<file path="src/rtl/cache_pkg.sv">
// Shared constants, line layout and FSM state encoding for the 2-way cache controller.
package cache_pkg;

   localparam int TAG_W  = 4;
   localparam int DATA_W = 5;
   localparam int SETS   = 2;
   localparam int WAYS   = 2;
   localparam int IDX_W  = $clog2(SETS);
   localparam int LINE_W = 3 + TAG_W + DATA_W;

   localparam int VALID_B  = 11;
   localparam int LRU_B    = 10;
   localparam int DIRTY_B  = 9;
   localparam int TAG_MSB  = 8;
   localparam int TAG_LSB  = 5;
   localparam int DATA_MSB = 4;
   localparam int DATA_LSB = 0;

   typedef enum logic [2:0] {
      IDLE      = 3'd0,
      COMPARE   = 3'd1,
      WRITEBACK = 3'd2,
      FILL      = 3'd3,
      DONE      = 3'd4
   } state_t;

   // Builds a valid line; the set's LRU bit is carried over unchanged by the caller.
   function automatic logic [LINE_W-1:0] make_line(
      input logic              lru,
      input logic              dirty,
      input logic [TAG_W-1:0]  tag,
      input logic [DATA_W-1:0] data
   );
      logic [LINE_W-1:0] line;
      line                    = '0;
      line[VALID_B]           = 1'b1;
      line[LRU_B]             = lru;
      line[DIRTY_B]           = dirty;
      line[TAG_MSB:TAG_LSB]   = tag;
      line[DATA_MSB:DATA_LSB] = data;
      return line;
   endfunction

endpackage

</file>
<file path="src/rtl/cache2w_victim_sel.sv">
// Victim way choice for a miss: first invalid way, else the LRU way; flags a needed write-back.
module cache2w_victim_sel
   import cache_pkg::*;
(
   input  logic [WAYS-1:0] valid,
   input  logic [WAYS-1:0] dirty,
   input  logic            lru,
   output logic            victim,
   output logic            needs_wb
);

   always_comb begin
      if (!valid[0]) begin
         victim = 1'b0;
      end else if (!valid[1]) begin
         victim = 1'b1;
      end else begin
         victim = lru;
      end
      needs_wb = valid[victim] & dirty[victim];
   end

endmodule

</file>
<file path="src/rtl/cache2w_ctrl.sv">
// Write-back, write-allocate controller for a 2-set, 2-way cache with a req/ack memory port.
module cache2w_ctrl
   import cache_pkg::*;
(
   input  logic                   clock,
   input  logic                   reset_n,
   input  logic                   cpu_req,
   input  logic                   cpu_write,
   input  logic [TAG_W-1:0]       cpu_tag,
   input  logic [IDX_W-1:0]       cpu_index,
   input  logic [DATA_W-1:0]      cpu_wdata,
   output logic                   cpu_ready,
   output logic                   cpu_hit,
   output logic [DATA_W-1:0]      cpu_rdata,
   output logic                   busy,
   output logic                   mem_rd_req,
   output logic                   mem_wr_req,
   output logic [TAG_W+IDX_W-1:0] mem_addr,
   output logic [DATA_W-1:0]      mem_wdata,
   input  logic [DATA_W-1:0]      mem_rdata,
   input  logic                   mem_ack
);

   state_t state, next_state;

   logic [LINE_W-1:0] lines [SETS][WAYS];

   logic              req_write;
   logic [TAG_W-1:0]  req_tag;
   logic [IDX_W-1:0]  req_index;
   logic [DATA_W-1:0] req_wdata;

   logic [WAYS-1:0]   set_valid;
   logic [WAYS-1:0]   set_dirty;
   logic [WAYS-1:0]   way_hit;
   logic              set_lru;
   logic              hit;
   logic              hit_way;
   logic              victim;
   logic              needs_wb;
   logic              acc_way;
   logic [LINE_W-1:0] hit_line;
   logic [LINE_W-1:0] victim_line;

   logic                   ready_d;
   logic                   hit_d;
   logic                   busy_d;
   logic                   rd_req_d;
   logic                   wr_req_d;
   logic [TAG_W+IDX_W-1:0] addr_d;
   logic [DATA_W-1:0]      wdata_d;
   logic [DATA_W-1:0]      rdata_d;

   always_comb begin
      for (int w = 0; w < WAYS; w++) begin
         set_valid[w] = lines[req_index][w][VALID_B];
         set_dirty[w] = lines[req_index][w][DIRTY_B];
         way_hit[w]   = lines[req_index][w][VALID_B] &&
                        (lines[req_index][w][TAG_MSB:TAG_LSB] == req_tag);
      end
      set_lru = lines[req_index][0][LRU_B];
      hit     = |way_hit;
      hit_way = ~way_hit[0];
   end

   assign hit_line    = lines[req_index][hit_way];
   assign victim_line = lines[req_index][victim];

   cache2w_victim_sel u_victim_sel (
      .valid    (set_valid),
      .dirty    (set_dirty),
      .lru      (set_lru),
      .victim   (victim),
      .needs_wb (needs_wb)
   );

   // Request capture: held stable for the whole transaction.
   always_ff @(posedge clock) begin
      if (state == IDLE && cpu_req) begin
         req_write <= cpu_write;
         req_tag   <= cpu_tag;
         req_index <= cpu_index;
         req_wdata <= cpu_wdata;
      end
      if (state == COMPARE) begin
         acc_way <= hit ? hit_way : victim;
      end
   end

   always_ff @(posedge clock or negedge reset_n) begin
      if (!reset_n) begin
         state <= IDLE;
      end else begin
         state <= next_state;
      end
   end

   always_comb begin
      next_state = state;
      unique case (state)
         IDLE:      if (cpu_req) next_state = COMPARE;
         COMPARE: begin
            if (hit)            next_state = DONE;
            else if (needs_wb)  next_state = WRITEBACK;
            else if (req_write) next_state = DONE;
            else                next_state = FILL;
         end
         WRITEBACK: if (mem_ack) next_state = req_write ? DONE : FILL;
         FILL:      if (mem_ack) next_state = DONE;
         DONE:      next_state = IDLE;
         default:   next_state = IDLE;
      endcase
   end

   // Output next-values; every port is a flop loaded from these.
   always_comb begin
      busy_d   = (next_state != IDLE);
      ready_d  = (state == DONE);
      rd_req_d = (next_state == FILL);
      wr_req_d = (next_state == WRITEBACK);
      hit_d    = cpu_hit;
      rdata_d  = cpu_rdata;
      addr_d   = mem_addr;
      wdata_d  = mem_wdata;
      if (state == COMPARE) begin
         hit_d = hit;
         if (hit && !req_write) rdata_d = hit_line[DATA_MSB:DATA_LSB];
      end
      if (state == FILL && mem_ack) rdata_d = mem_rdata;
      if (next_state == WRITEBACK) begin
         addr_d  = {victim_line[TAG_MSB:TAG_LSB], req_index};
         wdata_d = victim_line[DATA_MSB:DATA_LSB];
      end else if (next_state == FILL) begin
         addr_d  = {req_tag, req_index};
      end
   end

   always_ff @(posedge clock or negedge reset_n) begin
      if (!reset_n) begin
         cpu_ready  <= 1'b0;
         cpu_hit    <= 1'b0;
         cpu_rdata  <= '0;
         busy       <= 1'b0;
         mem_rd_req <= 1'b0;
         mem_wr_req <= 1'b0;
         mem_addr   <= '0;
         mem_wdata  <= '0;
      end else begin
         cpu_ready  <= ready_d;
         cpu_hit    <= hit_d;
         cpu_rdata  <= rdata_d;
         busy       <= busy_d;
         mem_rd_req <= rd_req_d;
         mem_wr_req <= wr_req_d;
         mem_addr   <= addr_d;
         mem_wdata  <= wdata_d;
      end
   end

   // Line array: reset clears only the valid/lru/dirty bits; tag and data keep their contents.
   always_ff @(posedge clock or negedge reset_n) begin
      if (!reset_n) begin
         for (int s = 0; s < SETS; s++) begin
            for (int w = 0; w < WAYS; w++) begin
               lines[s][w][VALID_B] <= 1'b0;
               lines[s][w][LRU_B]   <= 1'b0;
               lines[s][w][DIRTY_B] <= 1'b0;
            end
         end
      end else begin
         unique case (state)
            COMPARE: begin
               if (hit && req_write) begin
                  lines[req_index][hit_way][DATA_MSB:DATA_LSB] <= req_wdata;
                  lines[req_index][hit_way][DIRTY_B]           <= 1'b1;
               end else if (!hit && !needs_wb && req_write) begin
                  lines[req_index][victim] <=
                     make_line(victim_line[LRU_B], 1'b1, req_tag, req_wdata);
               end
            end
            WRITEBACK: begin
               if (mem_ack) begin
                  if (req_write) begin
                     lines[req_index][acc_way] <=
                        make_line(lines[req_index][acc_way][LRU_B], 1'b1, req_tag, req_wdata);
                  end else begin
                     lines[req_index][acc_way][DIRTY_B] <= 1'b0;
                  end
               end
            end
            FILL: begin
               if (mem_ack) begin
                  lines[req_index][acc_way] <=
                     make_line(lines[req_index][acc_way][LRU_B], 1'b0, req_tag, mem_rdata);
               end
            end
            DONE: begin
               for (int w = 0; w < WAYS; w++) begin
                  lines[req_index][w][LRU_B] <= ~acc_way;
               end
            end
            default: ;
         endcase
      end
   end

endmodule
</file>
<file path="config.mk">
export PLATFORM = sky130hd
export DESIGN_NAME = cache2w_ctrl
export DESIGN_NICKNAME = d
export VERILOG_FILES = /design/src/rtl/cache_pkg.sv /design/src/rtl/cache2w_victim_sel.sv /design/src/rtl/cache2w_ctrl.sv
export SDC_FILE = /design/constraint.sdc
export NUM_CORES = 1
export LEC_CHECK = 0
export ABC_AREA = 0
export BUFFER_PORTS_ARGS = -buffer_cell sky130_fd_sc_hd__buf_2
export CAP_MARGIN = 30
export CORE_ASPECT_RATIO = 0.6
export CORE_UTILIZATION = 45
export CTS_BUF_LIST = sky130_fd_sc_hd__clkbuf_4
export CTS_CLUSTER_DIAMETER = 80
export DETAILED_ROUTE_END_ITERATION = 8
export PLACE_DENSITY = 0.68
export SETUP_SLACK_MARGIN = 0.15
export SLEW_MARGIN = 40
export SYNTH_ARGS = -nofsm -noshare
export SYNTH_HDL_FRONTEND = slang
export SYNTH_HIERARCHICAL = 1
export SYNTH_SLANG_ARGS = --single-unit
</file>
<file path="constraint.sdc">
create_clock -name clock -period 9.7 [get_ports clock]
set_input_delay 0 -clock clock [delete_from_list [all_inputs] [get_ports clock]]
set_output_delay 0 -clock clock [all_outputs]
set_load 0.05 [all_outputs]
</file>
# Word level (Yosys, flattened, before mapping)
# Cells that the tools add are included.
op_classes:
  addsub: 0
  n_mul: 0
  n_div: 0
  order_cmp: 9
  eq_ne: 11
  n_shift: 0
  muxes: 67
  n_bitwise: 10
  reduce_logical: 25
op_table:
  columns: ["op", "n"]
  rows:
  - ["bitwise mux 48 bit", 6]
  - ["2-to-1 mux 48 bit", 5]
  - ["2-to-1 mux 24 bit", 8]
  - ["case mux 48 bit (4 select lines)", 1]
  - ["demux 24 bit (select 1 bit)", 7]
  - ["2-to-1 mux 11 bit", 7]
  - ["demux 12 bit (select 1 bit)", 5]
  - ["AND 48 bit", 1]
  - ["inverter 48 bit", 1]
  - ["bitwise OR 48 bit", 1]
  - ["2-to-1 mux 5 bit", 9]
  - ["2-to-1 mux 12 bit", 2]
  - ["2-to-1 mux 23 bit", 1]
  - ["2-to-1 mux 10 bit", 2]
  - ["2-to-1 mux 3 bit", 6]
  - ["== test 3 x 2 -> 1 bit, second input constant", 4]
  - ["logical AND 1 bit", 12]
  - ["case mux 3 bit (4 select lines)", 1]
  - ["== test 4 bit", 2]
  - ["greater-or-equal comparator 2 bit, second input constant", 4]
  - ["less-than comparator 2 x 1 -> 1 bit, second input constant", 4]
  - ["inverter 1 -> 2 bit", 4]
  - ["2-to-1 mux 1 bit", 7]
  - ["nonzero test 2 bit", 3]
  - ["other kinds (15)", 19]
word_totals:
  reg_bits: 83
  latch_bits: 0
  ramBits: 0
  mem_bits_ro: 0
  in_bits: 20
  out_inout_bits: 20
  elab_cells: 144
  memories: 0

# Logic depth before layout (Yosys ltp)
# Gate-level depths: netlist (run 1).
logic_depth:
  ltp_word: 18
  ltp_mapped: 15
  mapped_depth_nobuf: 9

# Cells and area by module
# Netlist (run 1), hierarchy kept.
by_module_without_submodules:
  columns: ["mod", "n_inst", "cells_per_inst", "area_per_inst_um2", "seq_area_each_um2"]
  rows:
  - ["cache2w_ctrl", 1, 385, 4463.0, 2267.2]
  - ["cache2w_victim_sel", 1, 5, 28.8, 0.0]

# Worst setup path after synthesis (run 1)
# OpenSTA, ideal clock, no wires.
synth_timing:
  path_type: "register to register"
  from: "register req_index"
  to: "register with a tool-made name"
  setup_ns: 0.351
  arrival_ns: 3.155
  required_time_ns: 9.349
  path_slack_ns: 6.193
  stages_incl_launch_ff: 15
  path_buffers: 6
  period_less_slack_ns: 3.507
  cell_sequence: "edfxtp_1 > buf_6 > buf_8 > clkbuf_1 > clkbuf_1 > clkbuf_1 > mux2_2 > mux2i_1 > nor2_1 > nand2b_1 > nand2_1 > nor3_1 > or3b_1 > clkbuf_1 > a21oi_1"
synth_rtl:
  columns: ["element", "line", "rtl"]
  rows:
  - ["start, declared", "cache2w_ctrl.sv:30", "logic [IDX_W-1:0] req_index;"]
  - ["start signal, assigned", "cache2w_ctrl.sv:82", "req_index <= cpu_index;"]

==> results of run 1 <==
-- per-layer routing --
layer	vias up	GRT usage	routed length (um)
li1	1585	-	-
met1	1732	0.4259	6297
met2	241	0.3180	4757
met3	10	0.1126	1679
met4	0	0.05287	92
met5	-	0	0
-- through the flow --
step / setup WS [ns] / std cells
CTS: 6.353 / 569
global placement: 6.453 / 536
floorplan: 6.193 / 390
finish: 6.177 / 569
detailed placement: 6.357 / 536
global route: 6.062 / 569
-- layout by cell type (no fill, tap or decap), drive strengths merged, types with 4 or more instances in the layout --
cell type / n
a21o: 9
a21oi: 13
a221o: 4
a22o: 22
and2: 4
buf: 45
clkbuf: 9
dfrtp: 33
dlygate4sd3: 17
edfxtp: 48
inv: 10
mux2: 9
mux2i: 11
mux4: 14
nand2: 59
nand2b: 8
nor2: 17
nor2b: 6
nor3b: 4
o21ai: 22
o221ai: 22
o22ai: 6
xor2: 8
-- cell families (layout without fill, tap and decap cells) --
kind of cell,count (synthesis),count (layout),share of synthesized area
AND/OR/NAND/NOR,112,112,0.1198
AO/OA/AOI/OAI,115,115,0.1919
XOR/XNOR,10,10,0.01950
flip-flops,81,81,0.5047
buffers and inverters,38,87,0.04011
multiplexers,34,34,0.1240
-- power by group through the flow --
stage	Sequential (mW)	Combinational, mW	Clock [mW]
after floorplan	0.687	0.566	0
after global placement	0.600	0.882	0
after detailed placement	0.601	0.894	0
after CTS	0.593	0.903	0.205
after global routing	0.611	0.989	0.222
final	0.597	0.924	0.203
-- critical path, delay by kind of cell, from the launching register on --
| kind | cells | cell delay, ns |
|---|---|---|
| flops | 1 | 0.35 |
| simple gates | 1 | 0.44 |
| buf+inv | 1 | 0.49 |
| xor+xnor | 1 | 0.21 |
| compound gates | 3 | 1.48 |
| mux | 1 | 0.29 |
-- timing repair --
action / 4_1_cts / 5_1_grt
hold buffers: 17 / 0
hold endpoints to repair: 49 / 0
endpoints found under the setup margin: 0 / 0
-- final timing paths --
path / start / to / slack, ns / cells past startpoint
worst max-delay path: req_index / register / 6.18 / 7
worst min-delay path: reset_n / cpu_ready / 0.02 / 2
worst max register to register: req_index / register / 6.18 / 7
worst min register to register: register / register / 0.47 / 1
max in group asynchronous: reset_n / mem_rd_req / 9.33 / 2
min in group clock: mem_ack / state[2] / 0.02 / 3
-- area by class of cell --
cell class              count  area share
well taps                 130     0.03207
flip-flops and latches     81      0.4470
inverters                   9    0.006660
clock inverters             7     0.01381
clock buffers               9     0.01332
repair buffers             62     0.08140
multi-input cells         271      0.4058
==> results.md, run 1 <==
* Fin. max-slew vios at 0
* Synth cell count leaders: nand2_1, edfxtp_1, dfrtp_1
* Area contributors post-synth: edfxtp_1, dfrtp_1, mux4_2
* Distinct cells, synth at 52
* Worst-path clk slew at 0.13 ns
* Setup TNS at 0 ns
* Register area at 0.002267 mm^2
* Setup Fix Bufs, Post-CTS at 0
* EDFF count, synth at 48
* CTS sink cnt at 81
* Count leader, synth: nand2_1
* Fraction of final layout cells sized beyond drive strength 1 at 0.2005
* Setup Crit Path Kind: reg2reg
* Area delta synth->final at 12.92%
* Cells along the critical path: buf_4 > mux2i_1 > xor2_1 > nand4bb_1 > a21oi_1 > o22ai_1 > a22o_1
* First-pass GRT wire length at 19780 um
* Status: completed
* Grt total ovfl at 0
* Syn Area/Cell at 11.52 um^2
* Worst Tran Pin Value at 0.8433 ns
* CTS Root Cell: clkbuf_4
* Cell Pwr Density at 339.7 mW/mm^2
* Mapped Area at 0.004492 mm^2
* I/O Buffers at 39
* Fmax at 0.2838 GHz
* Synth area leader: edfxtp_1
* HPWL after DPL at 9305 um
* Maximum VDD drop at 142.6 uV
* Die width at 131.0 um
* Footprint of the multi-input gates at 0.002058 mm^2
* Routed wire per std cell at 22.54 um
* Vias at 3568
* Worst endpoint required time at 9.91 ns
* CP Data Arrival Time at 3.74 ns
* Largest stage delay on the critical path at 0.84 ns
* Initial Utilization at 0.4766
* Rel. slew slack at 0.4378
* DRT iter0 DRCs at 416
* Period utilisation layout at 0.3632
* Final Power at 1.723 mW
* Sw Ratio at 0.4723
* Num CTS Buffers at 9
* DRT antenna net count at 0
* Final Hold Fails at 0
* Final Cell Area at 0.005072 mm^2
* Largest net degree at the start of global routing at 53
* Placed instance area at 0.004755 mm^2
* Top cell type's share of synthesized area at 0.3209
* H-tree Lvls at 3
* Io pins at 40
* Die height at 79.39 um
* Remaining DRCs at 0
* Placeable Area at 0.009425 mm^2
* Crit. End Element: register
* Combinational share of power at 0.536
* CTS tree: built
* Worst-path fanout max at 52
* Post-layout nets at 454
* Synth Net Count at 410
* Hold Slack at 0.01767 ns
* Final WL at 12830 um
* Gr usage total at 0.2659
* Hold crit path type: in2async
* P_int at 0.9093 mW
* Clk pwr share at 0.118
* Clock skew at 0.01628 ns
* # rows at 27
* DRT Pass-1 Iters at 6
* Cell count after synthesis at 390
* Maximum clock path buffer count at 2
* Ant diodes at 0
* Seq/Total Area, Yosys at 0.5047
* Worst-Skew Late Latency at 0.45 ns
* Initial antenna violation count at 0
* Critical Path Start Type: register
* Post-CTS resize count at 0
* Yosys Warn Count at 6
* FILL cells at 829
* DR vias/cell at 6.271
* Most used DFF post-synth: edfxtp_1
* Core Util, Final at 0.5382
* Maximum Capacitance Violations at 0
* Slowest CP cell: a21oi_1
* Leak at 2.033 nW
* Die area at 0.01040 mm^2
* RSZ-0062 raised after global routing: no
* Routability cong. at 0.8970
* Sequential Power Share at 0.346
* Net Sw Power at 0.8139 mW
* Setup violators final at 0
* Vias in the first global route at 3289
* Post-synthesis register bit count at 81
* Asr flop ratio synth at 0.4074
* Final Critical Period at 3.523 ns
(Power assumes the default switching activity.)
==> run 2: changes to the inputs <==
==> constraint.sdc (replaced) <==
create_clock -name clock -period 3.5 [get_ports clock]
set_input_delay 0 -clock clock [delete_from_list [all_inputs] [get_ports clock]]
set_output_delay 0 -clock clock [all_outputs]
set_load 0.05 [all_outputs]
==> results.md, run 2 (same netlist as run 1, synthesis figures left out) <==
* Placed instance area at 0.004857 mm^2 (was 0.004755 mm^2)
* Maximum clock path buffer count at 2 (unchanged)
* Most frequent cells in the layout: nand2_1, edfxtp_1, buf_2 (unchanged)
* Routed wire per std cell at 22.59 um (was 22.54 um)
* Post-layout nets at 473 (was 454)
* Final Critical Period at 3.100 ns (was 3.523 ns)
* Final Hold Fails at 0 (unchanged)
* Routed wl met2 at 5331 um (was 4757 um)
* Final WL at 13280 um (was 12830 um)
* Critical Path Start Type: register (unchanged)
* First-pass GRT wire length at 20830 um (was 19780 um)
* Gr usage total at 0.2780 (was 0.2659)
* Hold crit path type: in2async (unchanged)
* Remaining DRCs at 0 (unchanged)
* Clock skew at 0.01278 ns (was 0.01628 ns)
* Rel. slew slack at 0.5666 (was 0.4378)
* RSZ-0062 raised after global routing: no (unchanged)
* Initial antenna violation count at 0 (unchanged)
* Leak at 2.155 nW (was 2.033 nW)
* Die height at 79.39 um (unchanged)
* Die width at 131.0 um (unchanged)
* Cell Pwr Density at 961.0 mW/mm^2 (was 339.7 mW/mm^2)
* DRT antenna net count at 0 (unchanged)
* Dpl cells at 548 (was 536)
* Routability cong. at 0.9187 (was 0.8970)
* CTS tree: built (unchanged)
* Grt total ovfl at 0 (unchanged)
* Period utilisation layout at 0.8856 (was 0.3632)
* Largest net degree at the start of global routing at 34 (was 53)
* Maximum Capacitance Violations at 0 (unchanged)
* DRT Pass-1 Iters at 5 (was 6)
* Initial Utilization at 0.4766 (unchanged)
* Fraction of final layout cells sized beyond drive strength 1 at 0.2380 (was 0.2005)
* Setup Crit Path Kind: reg2reg (unchanged)
* CTS Root Cell: clkbuf_4 (unchanged)
* Worst Tran Pin Value at 0.6457 ns (was 0.8433 ns)
* Io pins at 40 (unchanged)
* # rows at 27 (unchanged)
* DR vias/cell at 6.354 (was 6.271)
* HPWL after DPL at 9339 um (was 9305 um)
* Worst endpoint required time at 3.62 ns (was 9.91 ns)
* Worst-path fanout max at 19 (was 52)
* DRT iter0 DRCs at 536 (was 416)
* Final Cell Area at 0.005278 mm^2 (was 0.005072 mm^2)
* Fin. max-slew vios at 0 (unchanged)
* Worst-Skew Late Latency at 0.46 ns (was 0.45 ns)
* Worst-path clk slew at 0.14 ns (was 0.13 ns)
* Status: completed (unchanged)
* Crit. End Element: register (unchanged)
* Vias at 3736 (was 3568)
* CP Data Arrival Time at 3.22 ns (was 3.74 ns)
* Final std cells w/o fill at 588 (was 569)
* Post-CTS resize count at 0 (unchanged)
* Vias in the first global route at 3536 (was 3289)
* Die area at 0.01040 mm^2 (unchanged)
* Final Power at 5.072 mW (was 1.723 mW)
* Num CTS Buffers at 9 (unchanged)
* Setup TNS at 0 ns (unchanged)
* Setup violators final at 0 (unchanged)
* WL met3 at 1945 um (was 1679 um)
* Commonest non-fill, non-tap cell in the layout: nand2_1 (unchanged)
* Ant diodes at 0 (unchanged)
* Fmax at 0.3226 GHz (was 0.2838 GHz)
* Wl on met1 at 5832 um (was 6297 um)
* Area delta synth->final at 17.49% (was 12.92%)
* Maximum VDD drop at 331.0 uV (was 142.6 uV)
* CTS sink cnt at 81 (unchanged)
* I/O Buffers at 39 (unchanged)
* Top Layer Used: met4 (unchanged)
* H-tree Lvls at 3 (unchanged)
* Hold Slack at 0.1569 ns (was 0.01767 ns)
* Placeable Area at 0.009425 mm^2 (unchanged)
run 2: changes by cell type in the layout (fill, tap and decap cells not counted), sizes merged:
cell	delta
buf	+18
bufinv	+2
clkinvlp	-2
clkbuf	+1
dlygate4sd3	+1
inv	-1
run 2: critical path, stage by stage, from the launching register on:
cell and delay [ns]:
edfxtp_1 0.44, buf_12 0.17, buf_4 0.20, nand2b_1 0.18
o22ai_1 0.18, and4_1 0.42, nor3_1 0.11, or3b_1 0.59
a21oi_1 0.46
run 2: cell type report:
class | count | area, um^2
Fill cell | 818 | 4148
Sequential cell | 81 | 2267
Multi-Input combinational cell | 271 | 2063
Timing Repair Buffer | 81 | 568.0
Tap cell | 130 | 162.7
Clock inverter | 6 | 107.6
Clock buffer | 10 | 75.07
Inverter | 9 | 33.78
run 2: worst paths after layout:
| path | start | to | slack, ns | cells after the start |
|---|---|---|---|---|
| max | req_index | register | 0.40 | 8 |
| min | reset_n | cpu_rdata[4] | 0.16 | 3 |
| max reg2reg | req_index | register | 0.40 | 8 |
| min reg2reg | mem_addr[3] | mem_addr[3] | 0.50 | 2 |
| max in group asynchronous | reset_n | mem_wdata[2] | 3.01 | 3 |
| min in group clock | cpu_req | req_wdata[4] | 0.16 | 3 |
run 2: power breakdown:
part           leakage [nW]  switching (mW)  total, mW  internal [mW]
Clock                0.0964           0.344      0.710          0.367
Sequential            0.838           0.255       1.65           1.40
Combinational          1.22            1.71       2.71          0.995
run 2: per-stage QoR:
step / setup slack [ns] / util
6_report: 0.4005 / 0.5599
5_1_grt: 0.2632 / 0.5599
3_3_place_gp: 0.3830 / 0.5153
2_1_floorplan: 0.08176 / -
3_5_place_dp: 0.2026 / 0.5153
4_1_cts: 0.1713 / 0.5538
run 2: what timing repair did:
item	CTS	global route
hold endpoints to repair	50	0
buffers inserted	0	6
hold buffers	18	0
endpoints found under the setup margin	0	41
run 2: routing by layer:
layer / vias up / track usage
met3: 24 / 0.1314
met4: 0 / 0.06667
li1: 1622 / -
met1: 1803 / 0.4036
met2: 287 / 0.3667
met5: - / 0
==> run 3: changes to the inputs <==
--- a/config.mk
+++ b/config.mk
@@ -13,8 +13,10 @@
 export CTS_BUF_LIST = sky130_fd_sc_hd__clkbuf_4
 export CTS_CLUSTER_DIAMETER = 80
 export DETAILED_ROUTE_END_ITERATION = 8
+export MAX_ROUTING_LAYER = met4
 export PLACE_DENSITY = 0.68
 export SETUP_SLACK_MARGIN = 0.15
+export SKIP_LAST_GASP = 1
 export SLEW_MARGIN = 40
 export SYNTH_ARGS = -nofsm -noshare
 export SYNTH_HDL_FRONTEND = slang
==> results.md, run 3 (same netlist as run 1, synthesis figures left out) <==
* Status: completed (unchanged)
* Fin. max-slew vios at 0 (unchanged)
* Critical path launch point: req_index (unchanged)
* Slowest CP cell: or3b_1 (unchanged)
* Worst-path clk slew at 0.13 ns (was 0.14 ns)
* Final WL at 12970 um (was 13280 um)
* CP Data Arrival Time at 3.21 ns (was 3.22 ns)
* Critical Path Start Type: register (unchanged)
* Initial antenna violation count at 0 (unchanged)
* Ant diodes at 0 (unchanged)
* Die area at 0.01040 mm^2 (unchanged)
* Io pins at 40 (unchanged)
* Worst Tran Pin Value at 0.6722 ns (was 0.6457 ns)
* HPWL after DPL at 9304 um (was 9339 um)
* Fmax at 0.3222 GHz (was 0.3226 GHz)
* DRT antenna net count at 0 (unchanged)
* CP top delay family: simple AND/OR/NAND/NOR gates (unchanged)
* Placeable Area at 0.009425 mm^2 (unchanged)
* CTS sink cnt at 81 (unchanged)
* Final Cell Area at 0.005230 mm^2 (was 0.005278 mm^2)
* Rel. slew slack at 0.5505 (was 0.5666)
* First-pass GRT wire length at 19820 um (was 20830 um)
* Remaining DRCs at 0 (unchanged)
* Vias in the first global route at 3424 (was 3536)
* CTS tree: built (unchanged)
* Most frequent cells in the layout: nand2_1, edfxtp_1, buf_2 (unchanged)
* Final Hold Fails at 0 (unchanged)
* Die width at 131.0 um (unchanged)
* Largest stage delay on the critical path at 0.58 ns (was 0.59 ns)
* Crit. path cell count at 8 (unchanged)
* CTS Root Cell: clkbuf_4 (unchanged)
* Fraction of final layout cells sized beyond drive strength 1 at 0.2279 (was 0.2380)
* Num CTS Buffers at 9 (unchanged)
* Cell Pwr Density at 962.5 mW/mm^2 (was 961.0 mW/mm^2)
* Commonest non-fill, non-tap cell in the layout: nand2_1 (unchanged)
* Worst-Skew Late Latency at 0.46 ns (about the same)
* Period utilisation layout at 0.8869 (was 0.8856)
* Maximum VDD drop at 309.0 uV (was 331.0 uV)
* Maximum Capacitance Violations at 0 (unchanged)
* I/O Buffers at 39 (unchanged)
* CP bufs+invs at 2 (unchanged)
* Placed instance area at 0.004857 mm^2 (unchanged)
* Routed wire per std cell at 22.28 um (was 22.59 um)
* Worst r2r src: req_index (unchanged)
* DR vias/cell at 6.436 (was 6.354)
* Final Critical Period at 3.104 ns (was 3.100 ns)
* Maximum clock path buffer count at 2 (unchanged)
* DRT iter0 DRCs at 472 (was 536)
* Setup slack, reg-to-reg at 0.40 ns (about the same)
* Leak at 2.128 nW (was 2.155 nW)
* # rows at 27 (unchanged)
* Gr usage total at 0.2767 (was 0.2780)
* Grt total ovfl at 0 (unchanged)
* Largest net degree at the start of global routing at 34 (unchanged)
* H-tree Lvls at 3 (unchanged)
* Worst endpoint required time at 3.61 ns (was 3.62 ns)
* Setup Crit Path Kind: reg2reg (unchanged)
* Crit. End Element: register (unchanged)
* Area delta synth->final at 16.43% (was 17.49%)
* Routability cong. at 0.9639 (was 0.9187)
* Cells along the critical path: buf_12 > buf_4 > nand2b_1 > o22ai_1 > and4_1 > nor3_1 > or3b_1 > a21oi_1 (unchanged)
* DRT Pass-1 Iters at 5 (unchanged)
* Vias at 3746 (was 3736)
* Clock skew at 0.02159 ns (was 0.01278 ns)
* Die height at 79.39 um (unchanged)
* Post-CTS resize count at 0 (unchanged)
* Setup violators final at 0 (unchanged)
* Hold crit path type: in2reg (was in2async)
* RSZ-0062 raised after global routing: no (unchanged)
* Post-layout nets at 467 (was 473)
* Worst-path fanout max at 12 (was 19)
* Setup TNS at 0 ns (unchanged)
* R2R cell count at 8 (unchanged)
* Initial Utilization at 0.4766 (unchanged)
run 3: cell count changes in the layout (fill, tap and decap cells not counted):
cell / delta
buf_4: -5
clkinv_1: +1
clkinv_2: -1
clkinv_4: +1
clkinvlp_4: -1
dlygate4sd3_1: -1
run 3: worst min-delay path by stage:
stage | slack, ns | depth (start not counted) | endpoint | startpoint
after detailed placement | 0.12 | 2 | busy | reset_n
final | 0.03 | 3 | state[2] | mem_ack
after global placement | 0.12 | 2 | cpu_hit | reset_n
after CTS | 0.01 | 3 | state[2] | mem_ack
after global routing | 0.01 | 3 | state[2] | mem_ack
after floorplan | -0.30 | 0 | async pin | reset_n
run 3: what timing repair did:
action                                  in CTS  in global routing
hold endpoints to repair                    49                  0
buffers inserted                             0                  1
hold buffers                                17                  0
endpoints found under the setup margin       0                  9
run 3: where the power goes:
| part | leakage [nW] | total (mW) | internal (mW) | switching (mW) |
|---|---|---|---|---|
| registers | 0.838 | 1.66 | 1.40 | 0.260 |
| logic | 1.19 | 2.67 | 0.979 | 1.69 |
| clock network | 0.0980 | 0.704 | 0.367 | 0.337 |
run 3: layout make-up:
class | count | area (um^2)
repair buffers | 75 | 520.5
multi-input cells | 271 | 2063
fillers | 829 | 4195
clock buffers | 10 | 75.07
well taps | 130 | 162.7
clock inverters | 6 | 107.6
flip-flops and latches | 81 | 2267
inverters | 9 | 33.78
run 3: routing by layer:
| metal | GRT usage | routed length, um | vias to the layer above |
|---|---|---|---|
| met5 | - | 0 | - |
| met4 | 0.06322 | 207 | 0 |
| met3 | 0.1092 | 1923 | 31 |
| met2 | 0.3487 | 5099 | 280 |
| met1 | 0.4078 | 5738 | 1827 |
| li1 | - | - | 1608 |
run 3: per-stage QoR:
step                  util  std cells  hold WS (ns)  power, mW  setup slack, ns
floorplan                -        390       -0.2956      3.487          0.08176
global placement    0.5153        548        0.1157      4.210           0.4090
detailed placement  0.5153        548        0.1192      4.237           0.3011
CTS                 0.5528        581      0.009728      4.960           0.2889
global route        0.5549        582       0.01137      5.291           0.3166
finish              0.5549        582       0.03321      5.034           0.3960
run 3: tightest hold or removal path, stage by stage:
cell and delay, ns:
buf_2 0.14, nor3b_1 0.15, a21o_1 0.16
